### config.mk
export PLATFORM = sky130hd
export DESIGN_NAME = branch_resolve_unit
export DESIGN_NICKNAME = d
export VERILOG_FILES = /design/src/rtl/branch_resolve_unit.sv
export SDC_FILE = /design/constraint.sdc
export NUM_CORES = 1
export LEC_CHECK = 0
export CAP_MARGIN = 20
export CORE_ASPECT_RATIO = 0.8
export CORE_MARGIN = 3
export CORE_UTILIZATION = 45
export DETAILED_ROUTE_END_ITERATION = 16
export DONT_BUFFER_PORTS = 1
export GPL_ROUTABILITY_DRIVEN = 0
export MAX_ROUTING_LAYER = met4
export PLACE_DENSITY = 0.74
export REMOVE_ABC_BUFFERS = 1
export SYNTH_ARGS = -nofsm -noshare
export SYNTH_HDL_FRONTEND = slang
export SYNTH_SLANG_ARGS = --single-unit
export TNS_END_PERCENT = 100
### constraint.sdc
create_clock -name clk -period 1.9 [get_ports clk]
set_input_delay 0.38 -clock clk [delete_from_list [all_inputs] [get_ports clk]]
set_output_delay 0.38 -clock clk [all_outputs]
set_load 0.005 [all_outputs]
### src/rtl/branch_resolve_unit.sv
// -----------------------------------------------------------------------------
// branch_resolve_unit
//
// Pipelined conditional-branch resolver. It accepts one branch per cycle over a
// valid/ready handshake and evaluates the six RISC-V branch conditions at XLEN
// width. It produces the corrected next PC and flags mispredictions against the
// front-end prediction. A saturating counter tracks the delivered mispredicts.
//
// Parameters
//   XLEN    : operand / PC width (>= 8)
//   LATENCY : 1 = evaluate inputs directly into the output register
//             2 = register operands first, then evaluate into the output register
//             (any value other than 2 builds the 1-stage variant)
//   CNT_W   : mispredict counter width
//
// Ports
//   clk, rst_n            : clock (rising edge), async active-low reset
//   flush                 : synchronous kill of all in-flight entries
//   in_valid / in_ready   : input handshake
//   in_funct3, in_rs1, in_rs2, in_pc, in_imm, in_pred_taken : branch operands
//   out_valid / out_ready : output handshake
//   out_taken, out_mispredict, out_illegal, out_redirect_pc : result
//   count_clr             : synchronous clear of mispredict_count (beats increment)
//   mispredict_count      : saturating count of delivered mispredicts
// -----------------------------------------------------------------------------
module branch_resolve_unit #(
  parameter int XLEN    = 32,
  parameter int LATENCY = 1,
  parameter int CNT_W   = 16
) (
  input  logic             clk,
  input  logic             rst_n,
  input  logic             flush,
  input  logic             in_valid,
  output logic             in_ready,
  input  logic [2:0]       in_funct3,
  input  logic [XLEN-1:0]  in_rs1,
  input  logic [XLEN-1:0]  in_rs2,
  input  logic [XLEN-1:0]  in_pc,
  input  logic [XLEN-1:0]  in_imm,
  input  logic             in_pred_taken,
  output logic             out_valid,
  input  logic             out_ready,
  output logic             out_taken,
  output logic             out_mispredict,
  output logic             out_illegal,
  output logic [XLEN-1:0]  out_redirect_pc,
  input  logic             count_clr,
  output logic [CNT_W-1:0] mispredict_count
);

  typedef struct packed {
    logic [2:0]      funct3;
    logic [XLEN-1:0] rs1;
    logic [XLEN-1:0] rs2;
    logic [XLEN-1:0] pc;
    logic [XLEN-1:0] imm;
    logic            pred;
  } op_t;

  op_t             in_op;
  op_t             eval_op;     // operands feeding the comparator this cycle
  logic            eval_valid;
  logic            out_free;    // output register may take new data this cycle

  logic            res_taken;
  logic            res_illegal;
  logic            res_mispredict;
  logic [XLEN-1:0] res_redirect;

  logic            out_valid_q, out_valid_d;
  logic            out_taken_q, out_taken_d;
  logic            out_mispredict_q, out_mispredict_d;
  logic            out_illegal_q, out_illegal_d;
  logic [XLEN-1:0] out_redirect_pc_q, out_redirect_pc_d;
  logic [CNT_W-1:0] count_q, count_d;

  assign in_op    = {in_funct3, in_rs1, in_rs2, in_pc, in_imm, in_pred_taken};
  assign out_free = !out_valid_q || out_ready;

  generate
    if (LATENCY == 2) begin : g_lat2
      op_t  s1_op_q, s1_op_d;
      logic s1_valid_q, s1_valid_d;
      logic s1_advance;

      assign s1_advance = s1_valid_q && out_free;
      assign in_ready   = !s1_valid_q || s1_advance;
      assign eval_valid = s1_valid_q;
      assign eval_op    = s1_op_q;

      always_comb begin
        s1_valid_d = s1_valid_q;
        s1_op_d    = s1_op_q;
        if (flush) begin
          s1_valid_d = 1'b0;
        end else if (in_ready) begin
          s1_valid_d = in_valid;
          if (in_valid) s1_op_d = in_op;
        end
      end

      always_ff @(posedge clk or negedge rst_n) begin
        if (!rst_n) begin
          s1_valid_q <= 1'b0;
          s1_op_q    <= '0;
        end else begin
          s1_valid_q <= s1_valid_d;
          s1_op_q    <= s1_op_d;
        end
      end
    end else begin : g_lat1
      assign in_ready   = out_free;
      assign eval_valid = in_valid;
      assign eval_op    = in_op;
    end
  endgenerate

  // Condition evaluation. Illegal encodings force a not-taken, non-mispredict
  // result so no stale flag from an earlier branch can leak through.
  always_comb begin
    // NOTE: every combinational output gets a default first so no path leaves it
    // unassigned, which would otherwise infer a latch.
    res_taken   = 1'b0;
    res_illegal = 1'b0;
    case (eval_op.funct3)
      3'b000:  res_taken = (eval_op.rs1 == eval_op.rs2);
      3'b001:  res_taken = (eval_op.rs1 != eval_op.rs2);
      3'b100:  res_taken = ($signed(eval_op.rs1) <  $signed(eval_op.rs2));
      3'b101:  res_taken = ($signed(eval_op.rs1) >= $signed(eval_op.rs2));
      3'b110:  res_taken = (eval_op.rs1 <  eval_op.rs2);
      3'b111:  res_taken = (eval_op.rs1 >= eval_op.rs2);
      default: res_illegal = 1'b1;
    endcase
    res_mispredict = !res_illegal && (res_taken != eval_op.pred);
    // Both sums wrap modulo 2^XLEN by construction.
    res_redirect   = res_taken ? (eval_op.pc + eval_op.imm) : (eval_op.pc + XLEN'(4));
  end

  // Output register and mispredict counter next-state.
  always_comb begin
    out_valid_d       = out_valid_q;
    out_taken_d       = out_taken_q;
    out_mispredict_d  = out_mispredict_q;
    out_illegal_d     = out_illegal_q;
    out_redirect_pc_d = out_redirect_pc_q;
    count_d           = count_q;

    if (flush) begin
      out_valid_d = 1'b0;
    end else if (out_free) begin
      out_valid_d = eval_valid;
      // Payload only moves with a real entry, so a stalled result stays stable.
      if (eval_valid) begin
        out_taken_d       = res_taken;
        out_mispredict_d  = res_mispredict;
        out_illegal_d     = res_illegal;
        out_redirect_pc_d = res_redirect;
      end
    end

    // A transfer in a flush cycle still completes, so it still counts.
    if (count_clr) begin
      count_d = '0;
    end else if (out_valid_q && out_ready && out_mispredict_q && (count_q != '1)) begin
      count_d = count_q + CNT_W'(1);
    end
  end

  always_ff @(posedge clk or negedge rst_n) begin
    if (!rst_n) begin
      // NOTE: the result payload is reset as well as the valid, because the
      // outputs are visible at the ports and must read zero out of reset.
      out_valid_q       <= 1'b0;
      out_taken_q       <= 1'b0;
      out_mispredict_q  <= 1'b0;
      out_illegal_q     <= 1'b0;
      out_redirect_pc_q <= '0;
      count_q           <= '0;
    end else begin
      // NOTE: sequential state uses non-blocking assignments so every flop
      // samples the pre-edge value of every other flop.
      out_valid_q       <= out_valid_d;
      out_taken_q       <= out_taken_d;
      out_mispredict_q  <= out_mispredict_d;
      out_illegal_q     <= out_illegal_d;
      out_redirect_pc_q <= out_redirect_pc_d;
      count_q           <= count_d;
    end
  end

  assign out_valid        = out_valid_q;
  assign out_taken        = out_taken_q;
  assign out_mispredict   = out_mispredict_q;
  assign out_illegal      = out_illegal_q;
  assign out_redirect_pc  = out_redirect_pc_q;
  assign mispredict_count = count_q;

endmodule

==> results of run 1 <==
[layout by cell type, fill, tap and decap left out, types with 6 or more instances in the layout]
master,n
buf_6,7
inv_1,36
nand3_1,32
mux2i_1,14
ha_4,16
nor2_1,53
a21oi_2,9
nor3_1,8
o211ai_1,7
a21oi_1,31
xor2_1,25
nand4_1,22
and3_1,6
nand2_1,70
ha_1,48
o21ai_1,22
dfrtp_1,52
nand2b_1,13
a31oi_1,6
xnor2_1,39
o21ai_0,17
buf_4,133
o21bai_1,7
a21o_1,18
[stage by stage]
step	TNS [ns]	instance area (µm²)	hold slack (ns)	power [W]	std cells
4_1_cts	-19.13	7320	0.130	0.00409	954
3_3_place_gp	-31.05	6530	0.0860	0.00281	929
5_1_grt	-25.77	7520	0.126	0.00438	962
6_report	-22.00	7520	0.137	0.00413	962
3_5_place_dp	-34.03	6530	0.0860	0.00287	929
2_1_floorplan	-41.13	5370	0.0844	0.00232	658
[cell families (layout without fill, tap and decap cells)]
kind of cell	count (synthesis)	after routing
buffers and inverters	64	204
xor gates and xnor gates	65	65
AOI/OAI and AO/OA	160	160
muxes	20	20
adders and majority gates	66	66
DFF	52	52
and+or+nand+nor	246	247
[where the power goes]
part | switching, W | internal [W]
Clock | 0.000462 | 0.000502
Combinational | 0.000851 | 0.000884
Sequential | 0.000159 | 0.00128
Total | 0.00147 | 0.00266
[flip-flops by register name (all words and copies together) (netlist names)]
signal            flops
out_mispredict        1
out_illegal           1
out_redirect_pc      32
mispredict_count     16
out_valid             1
out_taken             1
[worst max-delay path by stage]
stage / start / to / cells past startpoint
after CTS: in_rs1[1] / out_redirect_pc[2]$_DFFE_PN0P_ / 12
after global placement: in_pc[1] / out_redirect_pc[27]$_DFFE_PN0P_ / 11
after global routing: in_rs2[30] / out_redirect_pc[18]$_DFFE_PN0P_ / 14
after floorplan: in_rs2[22] / out_redirect_pc[2]$_DFFE_PN0P_ / 11
after detailed placement: in_rs2[22] / out_redirect_pc[10]$_DFFE_PN0P_ / 11
final: in_rs2[22] / out_redirect_pc[18]$_DFFE_PN0P_ / 14
[cell type report]
class                   count  area share, %
clock buffers               5           1.66
clock inverters             3          0.366
inverters                  49           3.01
multi-input cells         558           59.1
flip-flops and latches     52           17.3
well taps                 148           2.46
repair buffers            147           16.1
[what timing repair did]
item                                    4_1_cts  5_1_grt
endpoints found under the setup margin       41       43
endpoints found under the hold margin        52        0
pin swaps                                    46       28
buffers inserted                             13        8
cloned                                        2        0
hold buffers                                  2        0
gates resized for setup                     110       30
[critical path, stage by stage]
cell and delay [ns]:
inv_12 0.01, ha_4 0.27, nand4_1 0.13, buf_4 0.18, nor4_4 0.23, buf_4 0.17
o2111a_2 0.32, o41ai_4 0.12, buf_4 0.17, nor3_4 0.21, buf_6 0.15, buf_12 0.14
mux2i_1 0.20, o21ai_1 0.09
[metal layers]
layer	wire length, µm	GRT usage (%)	up-vias
met1	7080	29.0	2626
li1	-	-	2685
met2	8790	44.2	225
met5	0	-	-
met3	1300	6.21	48
met4	465	8.70	0
==> impl_results.md, run 1 <==
* Outcome: complete, but fails checks
* Failing checks: setup timing
* WP data required at 2.08 ns
* Area Growth Syn to Fin at 38.0%
* Most frequent cell after synthesis: nand2_1
* Final WL at 17600 µm
* RSZ-0062 raised after global routing: yes
* Pleak at 3.45 nW
* Crit end category: flip-flop
* Final Setup Violations at 35
* CTS tree: built
* CTS Root Cell: clkbuf_16
* R2R Setup Slk at -0.01 ns
* 1st-iter DRT viols at 208
* Cts bufs inserted at 5
* Worst Path Arrival at 2.80 ns
* Share of layout cells above drive strength 1 at 31.8%
* Synth Area in Simple Gates at 22.0%
* Fillers at 906
* Vias per inst at 5.80
* Worst-path fanout max at 7
* Number of max-cap violations at 0
* Synth Area in Adders at 15.3%
* Largest net degree at the start of global routing at 53
* Vias in the first global route at 5944
* Reg area at 0.00130 mm²
* Net count reported at finish at 1017
* Initial Util at 46.8%
* Post-DP HPWL at 13200 µm
* Core box area at 0.0116 mm²
* Antenna-violating nets left at 0
* Yosys cell types at 63
* CTS clk-pin slew, worst paths at 0.08 ns
* Worst hold endpoint: mispredict_count[8]$_DFFE_PN0P_
* Final worst slack at -0.715 ns
* Worst Min Path Start: count_clr
* Max IR drop VDD at 0.534 mV
* Syn Inst Count at 673
* Post-synthesis compound-gate area fraction at 19.8%
* I/O Buffers at 0
* Reg2Reg Launch Point: mispredict_count[11]$_DFFE_PN0P_
* Setup Slack @ Placement at -1.08 ns
* Post-synthesis sequential element count at 52
* Synth cell count leaders: 71 x nand2_1, 65 x ha_1, 59 x nor2_1
* Minimum clock period at 2.61 ns
* Hold Violations, Final at 0
* Async SR Flop Fraction at 100%
* Tightest Pin Transition at 0.459 ns
* DRC at 0
* Max-slew violation count at 0
* Die area at 0.0135 mm²
* Area leader, netlist: dfrtp_1
* Num Clock Sinks at 52
* Via count at 5584
* Main combinational cell family by area after synthesis: simple AND/OR/NAND/NOR gates
* Proportion of synthesized area in mux cells at 3.77%
* Post-synth top area share at 23.9%
* Startpoint types: primary input
* Mean post-synth cell area at 8.09 µm²
* R2R Path End: mispredict_count[13]$_DFFE_PN0P_
* Reg2Reg Depth at 9
* Fmax at 382 MHz
* Tcrit/Tclk final at 138%
* Global-route wire length before repair at 27400 µm
* Final Core Density at 64.5%
* Worst hold stages at 1
* Synthesized cell area at 0.00545 mm²
* Ys flop type: dfrtp_1
* Synth warn at 0
* Global Route Usage Sum at 25.7%
* Multi-input gate area at 0.00444 mm²
* Die Wd at 129 µm
* Worst rel slew slack at 69.3%
* Maximum clock path buffer count at 2
* DIE HEIGHT at 104 µm
* I/O pin count at 191
* Post-Synth XOR/XNOR Area at 10.5%
* Type of the worst min-delay path: in2reg
* Avg WL per Cell at 18.3 µm
* Clock Latency Late Sink at 0.30 ns
* N_diodes at 0
* GR Overflow Total at 0
* Power Dens Cells at 550 mW/mm²
* Final Skew at 0.00641 ns
* Critical path class: in2reg
* EDFF count, synth at 0
* Initial antenna violation count at 0
* Max H-tree Level at 2
* Site Rows at 35
* Pre-antenna DRT Iters at 4
* Post-synthesis sequential area ratio at 23.9%
* Top post-synthesis cells by area: dfrtp_1 24%, ha_1 15%, xnor2_1 6.4%
(Power assumes the default switching activity.)
==> run 2, diff against run 1 <==
--- a/config.mk
+++ b/config.mk
@@ -9,6 +9,7 @@
 export CORE_ASPECT_RATIO = 0.8
 export CORE_MARGIN = 3
 export CORE_UTILIZATION = 45
+export CTS_CLUSTER_SIZE = 28
 export DETAILED_ROUTE_END_ITERATION = 16
 export DONT_BUFFER_PORTS = 1
 export GPL_ROUTABILITY_DRIVEN = 0
==> results of run 2 <==
Same layout as run 1: the final DEF is identical, and so are final timing and power.
